===== src/rtl/steg_pkg.sv =====
// Constants shared by the encode-side secret FIFO and the decode-side nibble packer.
package steg_pkg;
  localparam int DATA_WIDTH       = 32;
  localparam int MESS_WIDTH       = 4;
  localparam int NIBBLES_PER_WORD = DATA_WIDTH / MESS_WIDTH;
endpackage


===== src/rtl/nibble_packer.sv =====
// Shifts nibbles MSB-first into a word; emits a push strobe on word completion or
// on a flush, left-aligning a partial word with zero padding.
module nibble_packer #(
  parameter int DW = 32,
  parameter int MW = 4
) (
  input  logic          clk,
  input  logic          rst,
  input  logic [MW-1:0] din_i,
  input  logic          wr_acc_i,
  input  logic          flush_i,
  input  logic          fifo_full_i,
  output logic [DW-1:0] word_o,
  output logic          push_o,
  output logic          last_o,
  output logic          partial_o
);
  localparam int N  = DW / MW;
  localparam int CW = (N > 1) ? $clog2(N) : 1;

  logic [CW-1:0] cnt_q, cnt_d;
  logic [DW-1:0] shreg_q, shreg_d, shifted;
  logic          complete, flush_en;
  int            k;

  assign last_o    = (cnt_q == CW'(N - 1));
  assign partial_o = (cnt_q != '0);
  assign complete  = wr_acc_i & last_o;
  // a nibble completing the word this cycle makes the flush redundant
  assign flush_en  = flush_i & ~fifo_full_i & partial_o & ~complete;

  always_comb begin
    shifted = wr_acc_i ? {shreg_q[DW-MW-1:0], din_i} : shreg_q;
    k       = int'(cnt_q) + (wr_acc_i ? 1 : 0);
    cnt_d   = wr_acc_i ? cnt_q + CW'(1) : cnt_q;
    shreg_d = shifted;
    word_o  = shifted;
    push_o  = 1'b0;
    if (complete) begin
      push_o  = 1'b1;
      cnt_d   = '0;
      shreg_d = '0;
    end else if (flush_en) begin
      push_o  = 1'b1;
      word_o  = shifted << ((N - k) * MW);
      cnt_d   = '0;
      shreg_d = '0;
    end
  end

  always_ff @(posedge clk) begin
    if (!rst) begin
      cnt_q   <= '0;
      shreg_q <= '0;
    end else begin
      cnt_q   <= cnt_d;
      shreg_q <= shreg_d;
    end
  end
endmodule


===== src/rtl/secret_nibble_packer.sv =====
// Decode-side secret message buffer: packs recovered nibbles into words and queues
// them in a small FIFO with registered read data.
module secret_nibble_packer
  import steg_pkg::*;
#(
  parameter int DATA_WIDTH = steg_pkg::DATA_WIDTH,
  parameter int ADDR_WIDTH = 3,
  parameter int MESS_WIDTH = steg_pkg::MESS_WIDTH
) (
  input  logic                  clk,
  input  logic                  rst,
  input  logic [MESS_WIDTH-1:0] din,
  input  logic                  wr_req,
  input  logic                  flush,
  output logic                  full,
  output logic                  partial,
  input  logic                  rd_req,
  output logic [DATA_WIDTH-1:0] dout,
  output logic                  dout_valid,
  output logic                  empty
);
  localparam int DEPTH = 1 << ADDR_WIDTH;

  logic [ADDR_WIDTH:0]   wr_ptr_q, wr_ptr_d, rd_ptr_q, rd_ptr_d;
  logic [DATA_WIDTH-1:0] mem_q [DEPTH];
  logic [DATA_WIDTH-1:0] dout_q, dout_d, word;
  logic                  dout_valid_q, push, last, fifo_full, wr_acc, rd_en;

  // flags come from registered pointers only, so a new word never falls through
  assign fifo_full = (wr_ptr_q[ADDR_WIDTH] != rd_ptr_q[ADDR_WIDTH]) &&
                     (wr_ptr_q[ADDR_WIDTH-1:0] == rd_ptr_q[ADDR_WIDTH-1:0]);
  assign empty     = (wr_ptr_q == rd_ptr_q);
  assign full      = fifo_full & last;
  assign wr_acc    = wr_req & ~full;
  assign rd_en     = rd_req & ~empty;

  nibble_packer #(.DW(DATA_WIDTH), .MW(MESS_WIDTH)) u_packer (
    .clk         (clk),
    .rst         (rst),
    .din_i       (din),
    .wr_acc_i    (wr_acc),
    .flush_i     (flush),
    .fifo_full_i (fifo_full),
    .word_o      (word),
    .push_o      (push),
    .last_o      (last),
    .partial_o   (partial)
  );

  always_comb begin
    wr_ptr_d = wr_ptr_q + (ADDR_WIDTH + 1)'(push);
    rd_ptr_d = rd_ptr_q + (ADDR_WIDTH + 1)'(rd_en);
    dout_d   = rd_en ? mem_q[rd_ptr_q[ADDR_WIDTH-1:0]] : dout_q;
  end

  always_ff @(posedge clk) begin
    if (!rst) begin
      wr_ptr_q     <= '0;
      rd_ptr_q     <= '0;
      dout_q       <= '0;
      dout_valid_q <= 1'b0;
    end else begin
      wr_ptr_q     <= wr_ptr_d;
      rd_ptr_q     <= rd_ptr_d;
      dout_q       <= dout_d;
      dout_valid_q <= rd_en;
    end
  end

  always_ff @(posedge clk) begin
    if (rst && push) mem_q[wr_ptr_q[ADDR_WIDTH-1:0]] <= word;
  end

  assign dout       = dout_q;
  assign dout_valid = dout_valid_q;
endmodule


===== config.mk =====
export PLATFORM = sky130hd
export DESIGN_NAME = secret_nibble_packer
export DESIGN_NICKNAME = d
export VERILOG_FILES = /design/src/rtl/steg_pkg.sv /design/src/rtl/nibble_packer.sv /design/src/rtl/secret_nibble_packer.sv
export SDC_FILE = /design/constraint.sdc
export NUM_CORES = 1
export LEC_CHECK = 0
export BUFFER_PORTS_ARGS = -buffer_cell sky130_fd_sc_hd__clkbuf_2
export CAP_MARGIN = 20
export CORE_ASPECT_RATIO = 1.1
export CORE_MARGIN = 2
export CORE_UTILIZATION = 55
export CTS_CLUSTER_DIAMETER = 60
export DETAILED_ROUTE_END_ITERATION = 16
export PLACE_DENSITY = 0.69
export REMOVE_ABC_BUFFERS = 1
export SLEW_MARGIN = 20
export SYNTH_ARGS = -nofsm -noshare
export SYNTH_HDL_FRONTEND = slang
export SYNTH_HIERARCHICAL = 1
export SYNTH_SLANG_ARGS = --single-unit
export TNS_END_PERCENT = 5

===== constraint.sdc =====
create_clock -name clk -period 7.4 [get_ports clk]
set_input_delay 0.37 -clock clk [delete_from_list [all_inputs] [get_ports clk]]
set_output_delay 0.37 -clock clk [all_outputs]
set_load 0.05 [all_outputs]

==> results of run 1 <==
[worst paths after layout]
| kind | start | slack (ns) | depth (start not counted) | endpoint |
|---|---|---|---|---|
| worst min register to register | dout[10]$_SDFFE_PN0P_ | 0.47 | 2 | dout[10]$_SDFFE_PN0P_ |
| worst max register to register | rd_ptr_q[0]$_SDFF_PN0_ | 2.17 | 9 | mem_q[0][18]$_DFFE_PP_ |
| worst max-delay path | rd_ptr_q[0]$_SDFF_PN0_ | 2.17 | 9 | mem_q[0][18]$_DFFE_PP_ |
| worst min-delay path | din[3] | 0.36 | 3 | u_packer/shreg_q[3]$_SDFF_PP0_ |
[kinds of logic (layout without fill, tap and decap cells)]
logic type,count (synthesis),after routing
flip-flops,332,332
multiplexers,204,204
other,0,1
AO/OA/AOI/OAI,77,77
adder cells (fa/ha/maj),11,11
buffers and inverters,63,132
AND/OR/NAND/NOR,157,157
XOR/XNOR,11,11
[metal layers]
layer	wire length, um	part of all wire, %	up-vias	track usage [%]
met5	0	0	-	0
met3	1630	5.2	58	3.68
met2	15500	50	234	39.5
met1	13300	43	4000	33.3
met4	643	2.1	0	6.50
li1	-	-	3463	-
[flip-flops by register name, summed over array words and instances (netlist names)]
signal	flops
mem_q	256
dout	32
u_packer/shreg_q	32
rd_ptr_q	4
wr_ptr_q	4
u_packer/cnt_q	3
dout_valid	1
[area by class of cell]
cell class              instances  share of cell area, %
well taps                     346                   2.75
repair buffers                 62                   2.26
flip-flops and latches        332                   58.6
inverters                       9                  0.231
clock buffers                  49                   6.36
diodes                          1                 0.0159
multi-input cells             460                   29.2
clock inverters                12                  0.573
[metrics by stage]
stage	worst slack, ns	power, uW	cells	util (%)	hold slack [ns]
floorplan	-5.17	2540	801	-	0.488
global placement	2.40	2650	1208	57.9	0.455
detailed placement	2.19	2660	1209	57.9	0.460
CTS	2.19	4300	1270	62.3	0.350
global route	1.72	4410	1270	62.3	0.382
finish	2.17	4260	1271	62.3	0.358
[critical path: cells and delay by family, from the launching register on]
family / cells / cell delay [ns]
AND/OR/NAND/NOR: 3 / 2.08
adder cells (fa/ha/maj): 2 / 0.79
AO/OA/AOI/OAI: 2 / 0.77
flip-flops: 1 / 0.74
XOR/XNOR: 1 / 0.28
buffers and inverters: 1 / 0.26
[synthesized netlist by cell type (all sizes together), types with 3 or more instances]
cell,number
a211oi,4
nand3,20
clkbuf,19
nor2,50
dfxtp,76
xnor2,4
mux2,5
and2,18
o221ai,8
nor2b,6
buf,34
mux2i,123
nand2,46
o22ai,43
mux4,76
ha,11
o32ai,4
xor2,7
edfxtp,256
nor3,4
inv,9
a31oi,3
nand2b,4
o21ai,4
a21oi,6
[power groups by stage]
stage	combinational [uW]	clock [uW]	sequential, uW
2_1_floorplan	349	0	2190
3_3_place_gp	532	0	2120
3_5_place_dp	543	0	2120
4_1_cts	544	1670	2080
5_1_grt	580	1740	2090
6_report	540	1640	2080
==> results.ini, run 1 <==
[yosys]
syn_area_sq_um = 14200
synth_compound_area_share_pct = 3.94
syn_inst = 855
synthAdderAreaFrac_pct = 0.973
synth_top_family_by_area = multiplexers
muxShareOfSynthArea_pct = 21.2
synth-xor-area-share_pct = 0.734
synth.largest_area_cell = edfxtp_1
synth-edff-count = 256
synth_area_per_cell_sq_um = 16.6
async_reset_ff_share_pct = 0
synth_seq_cells = 332
synth_top_area_share_pct = 54.3
synthTopCellsByArea = edfxtp_1, mux4_2, dfxtp_1, mux2i_1, o22ai_1
synth_flop_cell = edfxtp_1
synthDistinctLibCells = 49
yosysWarnings = 6
ys_seq_area_share_pct = 65.1
synth-simple-area-share_pct = 5.10

[route]
post-route-drc-count = 0
dr_total_vias = 7755
wl_per_cell_um = 24.4
drt-initial-drc-count = 687
routed_wl_um = 31100
avgViaCountPerCell = 6.10
drt_pass1_iterations = 6
ant_nets = 0

[die]
die_height_um = 172
num_rows = 61
dieWidth_um = 157
io_pins = 45
initial_core_util_pct = 56.0
coreArea_sq_um = 25300
die_area_sq_um = 27000

[sta]
tightestPinTransition_ns = 1.04
relSlewSlack_pct = 29.9
finClkSkew_ns = 0.0113
min_period_ns = 5.23
fmax_mhz = 191
rsz0062_at_grt = no
timing.setup.tns_ns = 0
fin_crit_sh_pct = 70.6
setup_viol = 0
drv_slew = 0
finalHoldViolCount = 0

[cts]
tritoncts = done
hold_buffers = 0
postCtsSetupRepairBufs = 0
htree_levels = 2
numCtsBuffers = 34
clock_sinks = 332
clkLatencyLatePin_ns = 0.51
cts_resized = 0
clkTransAtPathRegs_ns = 0.06
cts_root_buffer = clkbuf_16
clock_path_buffers = 3

[global_route]
overflow = 0
antenna_found_initial = 0
grt_max_degree = 67
grt_pass1_vias = 7964
grt_util_all_layers_pct = 23.9
grt_pass1_wl_um = 47500

[power]
power_per_cell_area_nw_per_um2 = 271
seq_power_share_pct = 48.8
intPower_uw = 3230
combPwrFrac_pct = 12.7
ir_drop_mv = 0.196
pwr-share-clk_pct = 38.5
p_leak_uw = 0.00547
p_sw_share_pct = 24.2
power.net_switching_uw = 1030

[setup_path]
crit_slowest_cell = nor3_1
slowest_delay_ns = 1.00
crit_fanout = 29
crit_type = reg2reg
end_kind = flop
cp.arrival_ns = 5.44
cp.required_ns = 7.61
cp-start-kind = flop
crit_path_cell_trace = xor2_1 -> nor4_1 -> a21boi_4 -> inv_4 -> ha_2 -> ha_1 -> nor3_1 -> nand3_1 -> o221ai_1

[outcome]
status = finished, final reports clean

[placement]
dp_hpwl_um = 18200
gp_routability_congestion = 0.913
port_buffers = 44
post_dp_cell_area_sq_um = 14600

[final_layout]
fill_cells = 1835
layout_common_cells = edfxtp_1, mux2i_1, mux4_2
area_growth_pct = 11.1
final_common_cell = edfxtp_1
regArea_sq_um = 9220
design_area_sq_um = 15700
multi_input_area_sq_um = 4600
nets = 919
drive_gt1_share_pct = 22.8

[job]
cap_violations = 0

[min_path]
hold_path.class = in2reg

(Power assumes the default switching activity.)
==> run 2, diff against run 1 <==
- ABC_AREA: not set -> 1
- PLACE_DENSITY: 0.69 -> 0.72
- clock period: 7.4 -> 4.7 ns (I/O delays scaled with it)
==> run 2 against run 1 <==
  * First-iteration DRC count grew 87%
  * Clock-buffer cell count shrank 1
  * Synthesized cell count grew 80%
  * Sequential power grew 56%
  * Largest cell class unchanged
==> results.ini, run 2 <==
[route]
dr_total_vias = 10700  ; was 7755
post-route-drc-count = 0  ; unchanged
ant_nets = 0  ; unchanged
drt-initial-drc-count = 1282  ; was 687
drt-met1-wl_um = 14300  ; was 13300 um
avgViaCountPerCell = 5.55  ; was 6.10
drt_pass1_iterations = 6  ; unchanged
routed_wl_um = 33700  ; was 31100 um
wl_met3_um = 2800  ; was 1630 um
wl_met2_um = 15800  ; was 15500 um
wl_per_cell_um = 17.4  ; was 24.4 um
highest_layer = met4  ; unchanged

[outcome]
status = finished, final reports clean  ; unchanged

[yosys]
synth_seq_cells = 332  ; unchanged
yosysMostFrequentCell = nand2_1  ; was edfxtp_1
yosysWarnings = 6  ; unchanged
synthTopCellsByArea = edfxtp_1, nand2_1, nand3_1, dfxtp_1, nor2_1  ; was edfxtp_1, mux4_2, dfxtp_1, mux2i_1, o22ai_1
synth_common_cells = nand2_1, nand3_1, edfxtp_1  ; was edfxtp_1, mux2i_1, dfxtp_1
async_reset_ff_share_pct = 0  ; unchanged
synth_flop_cell = edfxtp_1  ; unchanged
synthDistinctLibCells = 30  ; was 49
ys_seq_area_share_pct = 63.0  ; was 65.1%
syn_area_sq_um = 14600  ; was 14200 sq um
synth_area_per_cell_sq_um = 9.52  ; was 16.6 sq um
syn_inst = 1535  ; was 855
synth_top_area_share_pct = 52.6  ; was 54.3%
synth.largest_area_cell = edfxtp_1  ; unchanged
synth-edff-count = 256  ; unchanged

[placement]
dp_cells = 1866  ; was 1209
gp_routability_congestion = 0.908  ; was 0.913
port_buffers = 44  ; unchanged
place_ws_ns = 1.06  ; was 2.19 ns
dp_hpwl_um = 19100  ; was 18200 um

[sta]
fmax_mhz = 267  ; was 191 MHz
finClkSkew_ns = 0.0156  ; was 0.0113 ns
relSlewSlack_pct = 29.3  ; was 29.9%
tightestPinTransition_ns = 1.06  ; was 1.04 ns
rsz0062_at_grt = no  ; unchanged
finalHoldViolCount = 0  ; unchanged
min_period_ns = 3.74  ; was 5.23 ns
fin_crit_sh_pct = 79.6  ; was 70.6%
fin_ws_ns = 0.958  ; was 2.17 ns
setup_viol = 0  ; unchanged
drv_slew = 0  ; unchanged
timing.setup.tns_ns = 0  ; unchanged

[global_route]
grt_pass1_vias = 10200  ; was 7964
antenna_found_initial = 0  ; unchanged
grt_util_all_layers_pct = 24.6  ; was 23.9%
grt_max_degree = 89  ; was 67
overflow = 0  ; unchanged
grt_pass1_wl_um = 53800  ; was 47500 um

[cts]
hold_buffers = 0  ; unchanged
clock_path_buffers = 3  ; unchanged
postCtsSetupRepairBufs = 0  ; unchanged
cts_resized = 0  ; unchanged
tritoncts = done  ; unchanged
numCtsBuffers = 34  ; unchanged
clkTransAtPathRegs_ns = 0.06  ; about the same
clock_sinks = 332  ; unchanged
htree_levels = 2  ; unchanged
clkLatencyLatePin_ns = 0.51  ; about the same
cts_root_buffer = clkbuf_16  ; unchanged

[die]
dieWidth_um = 159  ; was 157 um
io_pins = 45  ; unchanged
coreArea_sq_um = 26100  ; was 25300 sq um
initial_core_util_pct = 55.9  ; was 56.0%
die_area_sq_um = 27900  ; was 27000 sq um
num_rows = 62  ; was 61
die_height_um = 175  ; was 172 um

[final_layout]
largest_reg_flops = 256  ; unchanged
utilization_pct = 62.1  ; was 62.3%
area_growth_pct = 11.0  ; was 11.1%
layout_common_cells = nand2_1, nand3_1, edfxtp_1  ; was edfxtp_1, mux2i_1, mux4_2
antenna_cells = 0  ; was 1
final_common_cell = nand2_1  ; was edfxtp_1
stdcell_count = 1929  ; was 1271
drive_gt1_share_pct = 10.5  ; was 22.8%
nets = 1571  ; was 919
fill_cells = 2115  ; was 1835

[setup_path]
end_kind = flop  ; unchanged
setup.worst_path.start = wr_ptr_q[1]$_SDFF_PN0_  ; was rd_ptr_q[0]$_SDFF_PN0_
cp-start-kind = flop  ; unchanged
rr_worst_depth = 16  ; was 9
crit_fanout = 33  ; was 29
timing.rr.end = mem_q[3][22]$_DFFE_PP_  ; was mem_q[0][18]$_DFFE_PP_
cp.required_ns = 4.88  ; was 7.61 ns
cp.arrival_ns = 3.93  ; was 5.44 ns
crit_type = reg2reg  ; unchanged
worst-r2r-setup-slack_ns = 0.96  ; was 2.17 ns
r2r_start = wr_ptr_q[1]$_SDFF_PN0_  ; was rd_ptr_q[0]$_SDFF_PN0_
crit_end = mem_q[3][22]$_DFFE_PP_  ; was mem_q[0][18]$_DFFE_PP_

[power]
ir_drop_mv = 0.326  ; was 0.196 mV
power_per_cell_area_nw_per_um2 = 432  ; was 271 nW/um^2
p_leak_uw = 0.00655  ; was 0.00547 uW

[min_path]
holdCritStartpoint = din[1]  ; was din[3]
hold_path.class = in2reg  ; unchanged

[job]
cap_violations = 0  ; unchanged

[run 2: changes by cell type in the layout (fill, tap and decap cells not counted), moves of 42 or more]
cell | before | now
nand2_1 | 46 | 510
nand3_1 | 20 | 335
mux2i_1 | 123 | 0
mux4_2 | 74 | 0
inv_1 | 7 | 72
nor2_1 | 44 | 86
[run 2: how the worst min path moves through the flow]
stage / cells after the start / slack, ns / end
after detailed placement: 2 / 0.49 / u_packer/cnt_q[0]$_SDFFE_PP0P_
after global routing: 5 / 0.20 / u_packer/shreg_q[2]$_SDFF_PP0_
after global placement: 2 / 0.47 / wr_ptr_q[3]$_SDFF_PN0_
after floorplan: 2 / 0.33 / rd_ptr_q[0]$_SDFF_PN0_
final: 5 / 0.19 / u_packer/shreg_q[1]$_SDFF_PP0_
after CTS: 5 / 0.17 / u_packer/shreg_q[2]$_SDFF_PP0_
[run 2: cell families after synthesis]
family | after synthesis | synth area share (%)
fa+ha+maj | 11 | 0.942
flops | 332 | 63.0
simple gates | 975 | 28.8
buf+inv | 169 | 5.49
compound gates | 46 | 1.64
xor+xnor | 2 | 0.120
[run 2: worst max-delay path, stage by stage, from the launching register on]
cell     delay, ns
dfxtp_1       0.42
inv_1         0.10
nand2_1       0.07
nand2_1       0.06
nor3_1        0.23
nand3_1       0.13
nand2_1       0.08
inv_1         0.06
inv_2         0.05
ha_1          0.14
ha_1          0.23
buf_4         0.23
inv_1         0.80
nand3_1       0.20
a21oi_1       0.21
nand2_1       0.07
o21ai_0       0.34
[run 2: per-stage QoR]
| stage | hold slack (ns) | cell area, sq um | total power (uW) |
|---|---|---|---|
| after global placement | 0.471 | 15000 | 4340 |
| final | 0.193 | 16200 | 7020 |
| after CTS | 0.173 | 16200 | 7040 |
| after floorplan | 0.328 | 14100 | 4080 |
| after detailed placement | 0.487 | 15100 | 4350 |
| after global routing | 0.200 | 16200 | 7270 |
[run 2: cell type report]
type	instances	area (sq um)	area share [%]
clock buffers	48	997	6.15
clock inverters	14	149	0.918
inverters	82	310	1.91
multi-input cells	1034	4670	28.8
flip-flops and latches	332	9210	56.8
well taps	352	440	2.71
repair buffers	67	443	2.73
[run 2: layer usage]
metal	track usage [%]	up-vias
met5	0	-
met3	4.37	59
met2	40.5	470
met4	7.54	0
met1	33.6	4983
li1	-	5186
[run 2: power breakdown]
part | switching [uW] | leakage (uW) | internal [uW]
combinational | 782 | 0.00322 | 267
clock | 1070 | 0.000554 | 1650
sequential | 27.4 | 0.00278 | 3220
total | 1880 | 0.00655 | 5130
==> run 3, diff against run 2 <==
- PLACE_DENSITY: 0.72 -> 0.69
- clock period: 4.7 -> 3.5 ns (I/O delays scaled with it)
==> run 3 against run 2 <==
  * Clock skew down 0.0018 ns
  * Register-to-register slack worse by 0.64 ns
  * Flip-flop and latch count unchanged
  * Global-route usage is 0.12 points higher
  * Sequential power grew 34%
  * Critical endpoint is now mem_q[5][20]$_DFFE_PP_
  * Highest routed layer unchanged
==> results.ini, run 3 (synthesis gave the netlist of run 2 again) <==
[outcome]
status = finished, final reports clean  ; unchanged

[final_layout]
largest_reg_flops = 256  ; unchanged
fill_cells = 2110  ; was 2115
drive_gt1_share_pct = 11.8  ; was 10.5%
final_common_cell = nand2_1  ; unchanged
multi_input_area_sq_um = 4670  ; unchanged
area_growth_pct = 12.4  ; was 11.0%
layout_common_cells = nand2_1, nand3_1, edfxtp_1  ; unchanged
nets = 1592  ; was 1571
regArea_sq_um = 9210  ; unchanged
antenna_cells = 0  ; unchanged

[power]
power.net_switching_uw = 2630  ; was 1880 uW
p_sw_share_pct = 27.6  ; was 26.8%
intPower_uw = 6890  ; was 5130 uW
ir_drop_mv = 0.506  ; was 0.326 mV
power_uw = 9520  ; was 7020 uW
power_per_cell_area_nw_per_um2 = 579  ; was 432 nW/um^2
combPwrFrac_pct = 15.0  ; about the same
seq_power_share_pct = 45.8  ; was 46.3%
pwr-share-clk_pct = 39.2  ; was 38.8%
p_leak_uw = 0.00668  ; was 0.00655 uW

[route]
wl_per_cell_um = 17.4  ; about the same
drt-initial-drc-count = 993  ; was 1282
post-route-drc-count = 0  ; unchanged
routed_wl_um = 33900  ; was 33700 um
dr_total_vias = 10700  ; about the same
ant_nets = 0  ; unchanged
drt_pass1_iterations = 5  ; was 6
avgViaCountPerCell = 5.50  ; was 5.55

[die]
coreArea_sq_um = 26100  ; unchanged
die_area_sq_um = 27900  ; unchanged
dieWidth_um = 159  ; unchanged
num_rows = 62  ; unchanged
io_pins = 45  ; unchanged
die_height_um = 175  ; unchanged
initial_core_util_pct = 55.9  ; unchanged

[sta]
fmax_mhz = 315  ; was 267 MHz
timing.setup.tns_ns = 0  ; unchanged
min_period_ns = 3.18  ; was 3.74 ns
fin_crit_sh_pct = 90.8  ; was 79.6%
setup_viol = 0  ; unchanged
finClkSkew_ns = 0.0138  ; was 0.0156 ns
tightestPinTransition_ns = 1.01  ; was 1.06 ns
drv_slew = 0  ; unchanged
rsz0062_at_grt = no  ; unchanged
relSlewSlack_pct = 32.1  ; was 29.3%
finalHoldViolCount = 0  ; unchanged

[global_route]
grt_pass1_wl_um = 54300  ; was 53800 um
antenna_found_initial = 0  ; unchanged
grt_pass1_vias = 10300  ; was 10.2k
use_met2_pct = 41.4  ; was 40.5%
grt_use_met3_pct = 3.23  ; was 4.37%
grt_util_all_layers_pct = 24.7  ; was 24.6%
met1_usage_pct = 33.7  ; was 33.6%
grt_max_degree = 113  ; was 89
overflow = 0  ; unchanged
busiest_layer = met2  ; unchanged

[setup_path]
cp-start-kind = flop  ; unchanged
cp.required_ns = 3.72  ; was 4.88 ns
cp.arrival_ns = 3.40  ; was 3.93 ns
crit_type = reg2reg  ; unchanged
crit_fanout = 13  ; was 33
end_kind = flop  ; unchanged

[cts]
cts_root_buffer = clkbuf_16  ; unchanged
numCtsBuffers = 36  ; was 34
clock_sinks = 332  ; unchanged
clkTransAtPathRegs_ns = 0.06  ; about the same
cts_resized = 0  ; unchanged
clock_path_buffers = 3  ; unchanged
clkLatencyLatePin_ns = 0.52  ; was 0.51 ns
postCtsSetupRepairBufs = 0  ; unchanged
tritoncts = done  ; unchanged
htree_levels = 2  ; unchanged
hold_buffers = 0  ; unchanged

[placement]
dp_hpwl_um = 19200  ; was 19100 um
port_buffers = 44  ; unchanged
gp_routability_congestion = 0.911  ; was 0.908

[job]
cap_violations = 0  ; unchanged

[min_path]
hold_path.class = in2reg  ; unchanged

## run 3: changes by cell type in the layout (fill, tap and decap cells not counted), sizes merged
cell,previous run,this run
buf,23,42
clkinvlp,3,0
clkbuf,92,93
bufinv,3,2
inv,79,86
## run 3: final cells by class
class	count	area share, %
inverters	82	1.89
flip-flops and latches	332	56.1
well taps	352	2.68
clock buffers	49	6.09
clock inverters	17	1.02
repair buffers	86	3.81
multi-input cells	1034	28.4
## run 3: worst paths after layout
path	cells past startpoint	slack, ns	to	from
max	16	0.32	mem_q[5][20]$_DFFE_PP_	wr_ptr_q[1]$_SDFF_PN0_
min	5	0.1	u_packer/shreg_q[0]$_SDFF_PP0_	din[0]
max reg2reg	16	0.32	mem_q[5][20]$_DFFE_PP_	wr_ptr_q[1]$_SDFF_PN0_
min reg2reg	2	0.49	u_packer/cnt_q[0]$_SDFFE_PP0P_	u_packer/cnt_q[0]$_SDFFE_PP0P_
## run 3: stage by stage
step	util, %	instances	setup WS, ns	instance area [sq um]	hold WS [ns]
after floorplan	-	1448	-3.92	14100	0.268
after global placement	58.4	1886	0.498	15300	0.473
after detailed placement	58.4	1886	0.387	15300	0.479
after CTS	62.8	1952	0.368	16400	0.0683
after global routing	62.9	1952	0.0268	16400	0.0979
final	62.9	1952	0.322	16400	0.0951
## run 3: critical path, cell delays in order, from the launching register on
cell	delay [ns]
dfxtp_1	0.44
inv_1	0.10
nand2_1	0.07
nand2_1	0.06
nor3_1	0.25
nand3_1	0.14
nand2_1	0.08
inv_1	0.07
inv_2	0.06
ha_1	0.14
ha_1	0.23
inv_1	0.26
buf_4	0.26
nand3_1	0.13
a21oi_1	0.14
nand2_1	0.06
o21ai_1	0.39
## run 3: power groups by stage
stage	logic, uW	registers, uW	clock network, uW
6_report	1430	4360	3730
5_1_grt	1600	4370	3940
4_1_cts	1430	4360	3780
3_5_place_dp	1420	4440	0
3_3_place_gp	1410	4440	0
2_1_floorplan	787	4690	0
## run 3: metal layers
layer	share of wire (%)	up-vias
li1	-	5229
met4	2.5	0
met2	48	390
met3	6.5	68
met1	43	5054
met5	0	-
